**src/rtl/ysyx_22040125_mdu_pkg.sv**
```systemverilog
// Shared types, op bit indices and operand helpers for the iterative multiply/divide unit.
package ysyx_22040125_mdu_pkg;

  typedef enum logic [1:0] {
    StIdle,
    StCalc,
    StDone
  } mdu_state_e;

  localparam int unsigned OP_MUL = 0;
  localparam int unsigned OP_DIV = 1;
  localparam int unsigned OP_REM = 2;

  localparam int unsigned N_DWORD = 64;
  localparam int unsigned N_WORD  = 32;

  localparam logic [63:0] MIN_DWORD = 64'h8000_0000_0000_0000;
  localparam logic [63:0] MIN_WORD  = 64'hFFFF_FFFF_8000_0000;

  // Word variants work on the low half, extended according to signedness.
  function automatic logic [63:0] ext_operand(logic [63:0] v, logic sgn, logic w);
    if (!w) return v;
    return sgn ? {{32{v[31]}}, v[31:0]} : {32'h0, v[31:0]};
  endfunction

  function automatic logic [63:0] word_fix(logic [63:0] v, logic w);
    return w ? {{32{v[31]}}, v[31:0]} : v;
  endfunction

endpackage

```
**src/rtl/ysyx_22040125_div_core.sv**
```systemverilog
// Restoring divider on unsigned magnitudes, one quotient bit per step; next-step values exposed
// so the controller can capture the final bit on the same edge.
module ysyx_22040125_div_core (
  input  logic        clk,
  input  logic        rst_n,
  input  logic        start,
  input  logic        step,
  input  logic        w_check,
  input  logic [63:0] dividend,
  input  logic [63:0] divisor,
  output logic [63:0] quo_nxt,
  output logic [63:0] rem_nxt
);

  logic [63:0] quo_q, rem_q, dvs_q;
  logic [64:0] r_sh, diff;

  // The dividend is pre-shifted so its top N bits feed the remainder first.
  assign r_sh    = {rem_q, quo_q[63]};
  assign diff    = r_sh - {1'b0, dvs_q};
  assign quo_nxt = {quo_q[62:0], ~diff[64]};
  assign rem_nxt = diff[64] ? r_sh[63:0] : diff[63:0];

  always_ff @(posedge clk) begin
    if (!rst_n) begin
      quo_q <= '0;
      rem_q <= '0;
      dvs_q <= '0;
    end else if (start) begin
      quo_q <= w_check ? {dividend[31:0], 32'h0} : dividend;
      rem_q <= '0;
      dvs_q <= divisor;
    end else if (step) begin
      quo_q <= quo_nxt;
      rem_q <= rem_nxt;
    end
  end

endmodule

```
**src/rtl/ysyx_22040125_mdu_ctrl.sv**
```systemverilog
// Multiply/divide controller: IDLE/CALC/DONE FSM, shift-add multiplier and sign fix-up.
// Define YSYX_22040125_MDU_FAST_MUL_EN for a single-cycle combinational multiply.
module ysyx_22040125_mdu_ctrl
  import ysyx_22040125_mdu_pkg::*;
(
  input  logic        clk,
  input  logic        rst_n,
  input  logic        in_valid,
  output logic        in_ready,
  input  logic [2:0]  op,
  input  logic        sgn,
  input  logic        w_check,
  input  logic [63:0] src1,
  input  logic [63:0] src2,
  input  logic        flush,
  output logic        out_valid,
  input  logic        out_ready,
  output logic [63:0] result,
  output logic        busy
);

  mdu_state_e  state;
  logic [5:0]  cnt;
  logic        mul_q, quo_q, w_q, neg1_q, neg2_q;
  logic [63:0] mcand_q, mplier_q, acc_q, res_q;

  logic        fire, onehot, is_div, div_zero, div_ovf, fast_mul, neg1, neg2;
  logic [63:0] opa, opb, mag_a, mag_b, acc_nxt, quo_nxt, rem_nxt;
  logic [63:0] calc_raw, special_raw, fast_res;

  assign in_ready  = rst_n & ~flush & (state == StIdle);
  assign fire      = in_valid & in_ready;
  assign out_valid = (state == StDone);
  assign busy      = (state != StIdle);
  assign result    = res_q;

  assign opa      = ext_operand(src1, sgn, w_check);
  assign opb      = ext_operand(src2, sgn, w_check);
  assign onehot   = (op == 3'b001) | (op == 3'b010) | (op == 3'b100);
  assign is_div   = op[OP_DIV] | op[OP_REM];
  assign div_zero = (opb == 64'd0);
  assign div_ovf  = sgn & (opa == (w_check ? MIN_WORD : MIN_DWORD)) & (opb == '1);
  assign neg1     = sgn & opa[63];
  assign neg2     = sgn & opb[63];
  assign mag_a    = neg1 ? -opa : opa;
  assign mag_b    = neg2 ? -opb : opb;

  assign special_raw = div_zero ? (op[OP_DIV] ? '1 : opa) : (op[OP_DIV] ? opa : 64'd0);

`ifdef YSYX_22040125_MDU_FAST_MUL_EN
  assign fast_mul = op[OP_MUL];
  assign fast_res = opa * opb;
`else
  assign fast_mul = 1'b0;
  assign fast_res = '0;
`endif

  assign acc_nxt  = acc_q + (mplier_q[0] ? mcand_q : 64'd0);
  assign calc_raw = mul_q ? acc_nxt :
                    quo_q ? ((neg1_q ^ neg2_q) ? -quo_nxt : quo_nxt) :
                            (neg1_q ? -rem_nxt : rem_nxt);

  ysyx_22040125_div_core u_div_core (
    .clk      (clk),
    .rst_n    (rst_n),
    .start    (fire),
    .step     ((state == StCalc) & ~flush),
    .w_check  (w_check),
    .dividend (mag_a),
    .divisor  (mag_b),
    .quo_nxt  (quo_nxt),
    .rem_nxt  (rem_nxt)
  );

  always_ff @(posedge clk) begin
    if (!rst_n) begin
      state    <= StIdle;
      cnt      <= '0;
      mul_q    <= 1'b0;
      quo_q    <= 1'b0;
      w_q      <= 1'b0;
      neg1_q   <= 1'b0;
      neg2_q   <= 1'b0;
      mcand_q  <= '0;
      mplier_q <= '0;
      acc_q    <= '0;
      res_q    <= '0;
    end else if (flush) begin
      state <= StIdle;
    end else begin
      unique case (state)
        StIdle: begin
          if (fire) begin
            mul_q    <= op[OP_MUL];
            quo_q    <= op[OP_DIV];
            w_q      <= w_check;
            neg1_q   <= neg1;
            neg2_q   <= neg2;
            mcand_q  <= opa;
            mplier_q <= opb;
            acc_q    <= '0;
            if (!onehot) begin
              state <= StDone;
              res_q <= '0;
            end else if (fast_mul) begin
              state <= StDone;
              res_q <= word_fix(fast_res, w_check);
            end else if (is_div && (div_zero || div_ovf)) begin
              state <= StDone;
              res_q <= word_fix(special_raw, w_check);
            end else begin
              state <= StCalc;
              cnt   <= w_check ? 6'(N_WORD - 1) : 6'(N_DWORD - 1);
            end
          end
        end
        StCalc: begin
          acc_q    <= acc_nxt;
          mcand_q  <= {mcand_q[62:0], 1'b0};
          mplier_q <= {1'b0, mplier_q[63:1]};
          if (cnt == 6'd0) begin
            state <= StDone;
            res_q <= word_fix(calc_raw, w_q);
          end else begin
            cnt <= cnt - 6'd1;
          end
        end
        StDone: begin
          if (out_ready) state <= StIdle;
        end
        default: state <= StIdle;
      endcase
    end
  end

endmodule

```
**config.mk**
```make
export PLATFORM = sky130hd
export DESIGN_NAME = ysyx_22040125_mdu_ctrl
export DESIGN_NICKNAME = d
export VERILOG_FILES = /design/src/rtl/ysyx_22040125_mdu_pkg.sv /design/src/rtl/ysyx_22040125_div_core.sv /design/src/rtl/ysyx_22040125_mdu_ctrl.sv
export SDC_FILE = /design/constraint.sdc
export NUM_CORES = 2
export LEC_CHECK = 0
export BUFFER_PORTS_ARGS = -buffer_cell sky130_fd_sc_hd__buf_2
export CAP_MARGIN = 20
export CELL_PAD_IN_SITES_DETAIL_PLACEMENT = 0
export CELL_PAD_IN_SITES_GLOBAL_PLACEMENT = 1
export CORE_MARGIN = 2
export CORE_UTILIZATION = 45
export DETAILED_ROUTE_END_ITERATION = 8
export PLACE_DENSITY = 0.89
export SLEW_MARGIN = 40
export SYNTH_ARGS = -nofsm -noshare
export SYNTH_HDL_FRONTEND = slang
export SYNTH_SLANG_ARGS = --single-unit
```
**constraint.sdc**
```tcl
create_clock -name clk -period 7.95 [get_ports clk]
set_clock_uncertainty 0.15 [all_clocks]
set_input_delay 1.59 -clock clk [delete_from_list [all_inputs] [get_ports clk]]
set_output_delay 1.59 -clock clk [all_outputs]
set_load 0.03 [all_outputs]
```
# Yosys cells after proc, flatten, opt, wreduce, memory -nomap -nowiden

Index checks and enable logic that the tools add are counted.

Input port bits: 138
Register bits after elaboration: 461
Output and inout port bits: 67
Logic and storage cells: 109

Bitwise gates (word level): 15
Reductions and logical operators: 15
$add $sub $neg: 7
Equal/unequal tests: 14
Muxes and demuxes: 44

Operators with widths:

| cell                                                                     | count |
|---|---|
| 64-bit 2-to-1 mux                                                        | 27 |
| 64-bit case mux with 2 select lines                                      | 4 |
| 64-bit negator                                                           | 4 |
| 65-bit by 64-bit subtractor with 65-bit output                           | 1 |
| 64-bit adder                                                             | 1 |
| 64-bit equality test                                                     | 1 |
| 64-bit equality test (second input constant)                             | 1 |
| 64-bit logical NOT                                                       | 1 |
| 63-bit 2-to-1 mux                                                        | 1 |
| 6-bit 2-to-1 mux                                                         | 5 |
| 6-bit case mux with 2 select lines                                       | 1 |
| 2-bit 2-to-1 mux                                                         | 5 |
| 3-bit AND reduction                                                      | 3 |
| 1-bit bitwise AND                                                        | 8 |
| 2-bit inequality test (second input constant)                            | 4 |
| 6-bit logical NOT                                                        | 1 |
| 2-bit case mux with 3 select lines                                       | 1 |
| 6-bit AND reduction                                                      | 1 |
| 2-bit nonzero test                                                       | 3 |
| 6-bit by 1-bit subtractor with 6-bit output (second input constant)      | 1 |
| 5-bit AND reduction                                                      | 1 |
| 2-bit by 1-bit inequality test with 1-bit output (second input constant) | 2 |
| 2-bit OR reduction                                                       | 2 |
| 3-bit by 1-bit equality test with 1-bit output (second input constant)   | 1 |
| 11 further kinds                                                         | 15 |

# Depth between registers and ports, before layout

Depth after elaboration: 11
Gate-level depth with buffers: 30
Gate-level depth less buffers: 24

# By module

Synthesis repeated with hierarchy kept, for this count alone.

Cell total of the unflattened synthesis: 5129
Area total of the unflattened synthesis: 38222.9 um^2

By module, submodules not included:

| module                 | seq. area each (um^2) | instances | cells each | area an instance (um^2) |
|---|---|---|---|---|
| ysyx_22040125_mdu_ctrl | 5385.2                | 1         | 3490       | 24529.8 |
| ysyx_22040125_div_core | 3843.7                | 1         | 1639       | 13693.1 |

# Least setup slack after synthesis

No wires, ideal clock.

Kind: reg-to-reg
Start: register u_div_core.quo_q[63]
End: register res_q[44], in the netlist result[44]
Cell stages (with the launch flop): 26
Path slack: 2.019 ns
Setup time: 0.137 ns
Arrival: 5.644 ns
Buffers on the path: 4
Data required time: 7.663 ns
Period minus slack after synthesis: 5.931 ns
Path through: dfxtp_1 -> inv_1 -> ha_1 -> fa_1 -> nand2b_1 -> a211o_1 -> a21oi_1 -> o211a_1 -> o2111ai_1 -> o211a_4 -> inv_2 -> buf_6 -> buf_2 -> buf_2 -> clkbuf_1 -> nor2_1 -> a21oi_1 -> ha_1 -> nand4_1 -> mux2_2 -> a21o_1 -> or4b_1 -> nor4b_2 -> mux2i_1 -> a31o_1 -> a31oi_1

Longest elaborated chain between the ends: 9
Elaborated cells between the ends (all ways): 12
Those cells by class: add/sub (3); mux (8); bitwise (1)

RTL lines:

| item                                           | RTL line                                                   | RTL |
|---|---|---|
| from (decl)                                    | ysyx_22040125_div_core.sv:15                               | `logic [63:0] quo_q, rem_q, dvs_q;` |
| from (signal assigned)                         | ysyx_22040125_div_core.sv:30                               | `quo_q <= w_check ? {dividend[31:0], 32'h0} : dividend;` |
| from (signal assigned)                         | ysyx_22040125_div_core.sv:34                               | `quo_q <= quo_nxt;` |
| 65-bit by 64-bit subtractor with 65-bit output | ysyx_22040125_div_core.sv:20                               | `assign diff = r_sh - {1'b0, dvs_q};` |
| 64-bit 2-to-1 mux or 1-bit NOT (tied branches) | ysyx_22040125_div_core.sv:22, ysyx_22040125_div_core.sv:21 |  |
| 64-bit negator, on equally long branches       | ysyx_22040125_mdu_ctrl.sv:61, ysyx_22040125_mdu_ctrl.sv:60 |  |
| 64-bit 2-to-1 mux, on equally long branches    | ysyx_22040125_mdu_ctrl.sv:61, ysyx_22040125_mdu_ctrl.sv:60 |  |
| 64-bit 2-to-1 mux (*)                          | ysyx_22040125_mdu_ctrl.sv:60                               | `quo_q ? ((neg1_q ^ neg2_q) ? -quo_nxt : quo_nxt) :` |
| 64-bit 2-to-1 mux (*)                          | ysyx_22040125_mdu_ctrl.sv:59                               | `assign calc_raw = mul_q ? acc_nxt :` |
| 64-bit 2-to-1 mux (*)                          | ysyx_22040125_mdu_pkg.sv:27                                | `return w ? {{32{v[31]}}, v[31:0]} : v;` |
| 64-bit 2-to-1 mux (*)                          | ysyx_22040125_mdu_ctrl.sv:121                              | `if (cnt == 6'd0) begin` |
| 64-bit case mux with 2 select lines (*)        | ysyx_22040125_mdu_ctrl.sv:91                               | `unique case (state)` |
| to (signal assigned)                           | ysyx_22040125_mdu_ctrl.sv:107                              | `res_q <= word_fix(fast_res, w_check);` |
| to (signal assigned)                           | ysyx_22040125_mdu_ctrl.sv:110                              | `res_q <= word_fix(special_raw, w_check);` |
| to (signal assigned)                           | ysyx_22040125_mdu_ctrl.sv:123                              | `res_q <= word_fix(calc_raw, w_q);` |
| to (decl)                                      | ysyx_22040125_mdu_ctrl.sv:25                               | `logic [63:0] mcand_q, mplier_q, acc_q, res_q;` |

Every way passes the cells marked *; elsewhere a longest branch is shown, timed or not. The select of a mux whose other input is x is not followed.
A chain may end at the register's enable or synchronous reset.

# Worst setup path after layout

Start: register u_div_core.dvs_q[57]
End: register res_q[44], in the netlist result[44]

Longest elaborated chain between the ends: 9
Elaborated cells between the ends (all ways): 12
Those cells by class: add/sub (3); mux (8); bitwise (1)

RTL lines:

| item                                               | RTL line                                                   | RTL |
|---|---|---|
| from (decl)                                        | ysyx_22040125_div_core.sv:15                               |  |
| from (signal assigned)                             | ysyx_22040125_div_core.sv:32                               | `dvs_q <= divisor;` |
| 65-bit by 64-bit subtractor with 65-bit output (*) | ysyx_22040125_div_core.sv:20                               |  |
| 64-bit 2-to-1 mux or 1-bit NOT (tied branches)     | ysyx_22040125_div_core.sv:22, ysyx_22040125_div_core.sv:21 |  |
| 64-bit negator, on equally long branches           | ysyx_22040125_mdu_ctrl.sv:61, ysyx_22040125_mdu_ctrl.sv:60 |  |
| 64-bit 2-to-1 mux, on equally long branches        | ysyx_22040125_mdu_ctrl.sv:61, ysyx_22040125_mdu_ctrl.sv:60 |  |
| 64-bit 2-to-1 mux (*)                              | ysyx_22040125_mdu_ctrl.sv:60                               |  |
| 64-bit 2-to-1 mux (*)                              | ysyx_22040125_mdu_ctrl.sv:59                               |  |
| 64-bit 2-to-1 mux (*)                              | ysyx_22040125_mdu_pkg.sv:27                                |  |
| 64-bit 2-to-1 mux (*)                              | ysyx_22040125_mdu_ctrl.sv:121                              |  |
| 64-bit case mux with 2 select lines (*)            | ysyx_22040125_mdu_ctrl.sv:91                               |  |

Marks and branches as above.

==> results.ini <==
[synthesis]
synth-seq-area-share=0.2444
synth_edf_count=0
postSynthCellCount=5310
yosys.cell_count.top_type=nand2_1
synth_area_leaders=dfxtp_1, nand2_1, a21oi_1, nor2_1, o21ai_0
synth.top_cell.area_share=0.2444
ys_async_sr_fraction=0
synth_cell_types=105
synth-main-ff-cell=dfxtp_1
syn-num-nets=5584
netlist_area_sq_um=37770
ys_seq_elements=461
synth.avg_cell_area_sq_um=7.113
netlist_top_cells_count=nand2_1, nor2_1, dfxtp_1
yosys_warnings=0
synth_top_area_cell=dfxtp_1

[worst_hold_path]
min_path_type=flip-flop to flip-flop
hold_path_depth=2

[sta]
clock.fmax_mhz=156.7
slew_viol_final=0
min_period_over_period=0.8028
finalSetupViolations=0
min_period_ps=6383
tns_ps=0
report.final.hold_viol_count=0
tightest_slew_ps=988.3
slew_headroom=0.3342
rsz0062_at_grt=false
worst_slack_ps=1567

[placement]
gp_congestion=1.038
port_buffers=204
place_ws_ps=1510
dp.cells=6249
post-dp-hpwl_um=121900
post_dp_cell_area_sq_um=39230

[power_and_ir_drop]
ir_drop_v=0.0001795
cellPowerDensity_nw_per_um2=222.8
power_frac_comb=0.401
p_int_uw=5367
p_leak_uw=0.01577
clkPwrFrac=0.321
p_seq_frac=0.278
p_switching_uw=3844
sw_frac_of_total=0.4173

[finish]
final_cell_area_sq_um=41330
drive_above_1_share=0.08920
stdcell_count=6353
nNetsFinal=5501
area_growth_pct=9.442

[clocking]
hold_buffers=0
cts.path.max_buffers=3
root_buffer=clkbuf_16
cts_resized=0
htree_levels=2
cts-buffers-inserted=55
cts_tree=yes
path_clk_slew_ps=70
cts.sink_count=461
clk_latency_ps=640
cts_setup_buffers=0

[die]
fp.dieW_um=293.7
coreArea_sq_um=83420
initial_core_util=0.4527
pin_count=205
rows=106
fp.dieH_um=293.7
die-area_sq_um=86260

[detailed_routing]
dr.pass1.iters=8
ant_nets=0
num_vias=41762
routed_wl_um=163500
drc=0
viasPerCell=6.574
wl_per_cell_um=25.73
drt_iter0_drc=5276

[grt]
grt_antenna_before_repair=13
grt_max_degree=152
grt_use_total=0.3625
overflow=0
grt_pass1_wl_um=241300
grt_pass1_vias=37106

[worst_setup_path]
crit_path_start_kind=flip-flop
path_max_fanout=17
r2r_cells=20
arrival_ps=6730
critPathKind=flip-flop to flip-flop
required_ps=8290
end_kind=flip-flop

[job]
maxCapViolCount=0

[run_status]
outcome=finished clean

layer usage:
metal / routed length, um / GRT usage
met1: 68910 / 0.5080
met2: 67020 / 0.5222
met3: 18280 / 0.07870
met4: 9218 / 0.1775
met5: 34 / 0
sequential cells by signal, indices dropped and copies added, names as in the netlist, 2 cells and up:
signal and count:
u_div_core.quo_q 64, u_div_core.rem_q 64, cnt 6, mcand_q 64, acc_q 64, u_div_core.dvs_q 64
state 2, result 64, mplier_q 64
worst max-delay path, stage by stage (launching register included):
cell	delay, ps
dfxtp_1	330
inv_1	50
ha_1	390
a21oi_1	230
o21ai_0	150
a221oi_1	490
o21ai_0	420
or3_1	480
o211a_4	280
inv_2	320
nor2_1	70
a21oi_1	240
ha_1	350
nand4_1	110
mux2_2	360
a21o_1	280
or4b_1	640
nor4b_2	380
mux2i_1	250
a31o_1	180
a31oi_1	90
final timing paths:
kind                   startpoint      endpoint  slack (ps)
max          u_div_core.dvs_q[57]    result[44]        1570
min reg2reg          mplier_q[58]  mplier_q[58]         300
min                  mplier_q[58]  mplier_q[58]         300
max reg2reg  u_div_core.dvs_q[57]    result[44]        1570
metrics by stage:
stage | hold slack [ps] | util | total power, uW
after floorplan | 277.2 | - | 4920
after global placement | 284.8 | 0.4695 | 6136
after detailed placement | 290.1 | 0.4703 | 6128
after CTS | 296.8 | 0.4949 | 9066
after global routing | 323.2 | 0.4954 | 9513
final | 296.8 | 0.4955 | 9211
layout make-up:
cell class / count / area [sq um]
fill: 8375 / 42090
multi-input combinational: 4307 / 26580
sequential: 461 / 9234
timing repair buffer: 269 / 1589
clock buffer: 72 / 1550
tap: 1080 / 1351
clock inverter: 27 / 508.0
inverter: 133 / 508.0
antenna: 4 / 10.01
cell usage in the layout (no fill, tap or decap), types with 68 or more instances in the layout:
| cell | synthesis | layout |
|---|---|---|
| a21o_1 | 77 | 77 |
| xor2_1 | 143 | 142 |
| a31oi_1 | 72 | 72 |
| and2_1 | 92 | 91 |
| a311oi_1 | 98 | 97 |
| o21ai_0 | 397 | 395 |
| a211oi_1 | 101 | 101 |
| buf_2 | 28 | 202 |
| mux2i_1 | 83 | 83 |
| nand3_1 | 170 | 170 |
| dfxtp_1 | 461 | 457 |
| nand4_1 | 68 | 68 |
| inv_1 | 129 | 127 |
| nor2_1 | 552 | 548 |
| nand2_1 | 651 | 647 |
| o211ai_1 | 110 | 110 |
| xnor2_1 | 164 | 163 |
| ha_1 | 134 | 134 |
| nor3_1 | 135 | 134 |
| a21oi_1 | 447 | 446 |
power groups by stage:
stage               combinational, uW  sequential [uW]  clock, uW
global placement                 3540             2600          0
global route                     3890             2570       3050
finish                           3690             2560       2960
floorplan                        2320             2600          0
detailed placement               3530             2600          0
CTS                              3550             2550       2970
cell families (layout without fill, tap and decap cells):
| kind of cell | Yosys count | count (layout) | share of synthesized area |
|---|---|---|---|
| simple gates | 1988 | 1988 | 0.2449 |
| buf+inv | 542 | 501 | 0.05516 |
| fa+ha+maj | 199 | 199 | 0.06215 |
| xor+xnor | 307 | 307 | 0.07119 |
| other cells | 0 | 4 | 0 |
| mux | 93 | 93 | 0.02528 |
| compound gates | 1720 | 1720 | 0.2970 |
| flops | 461 | 461 | 0.2444 |
Note: power is estimated with default switching activity, not from simulation.
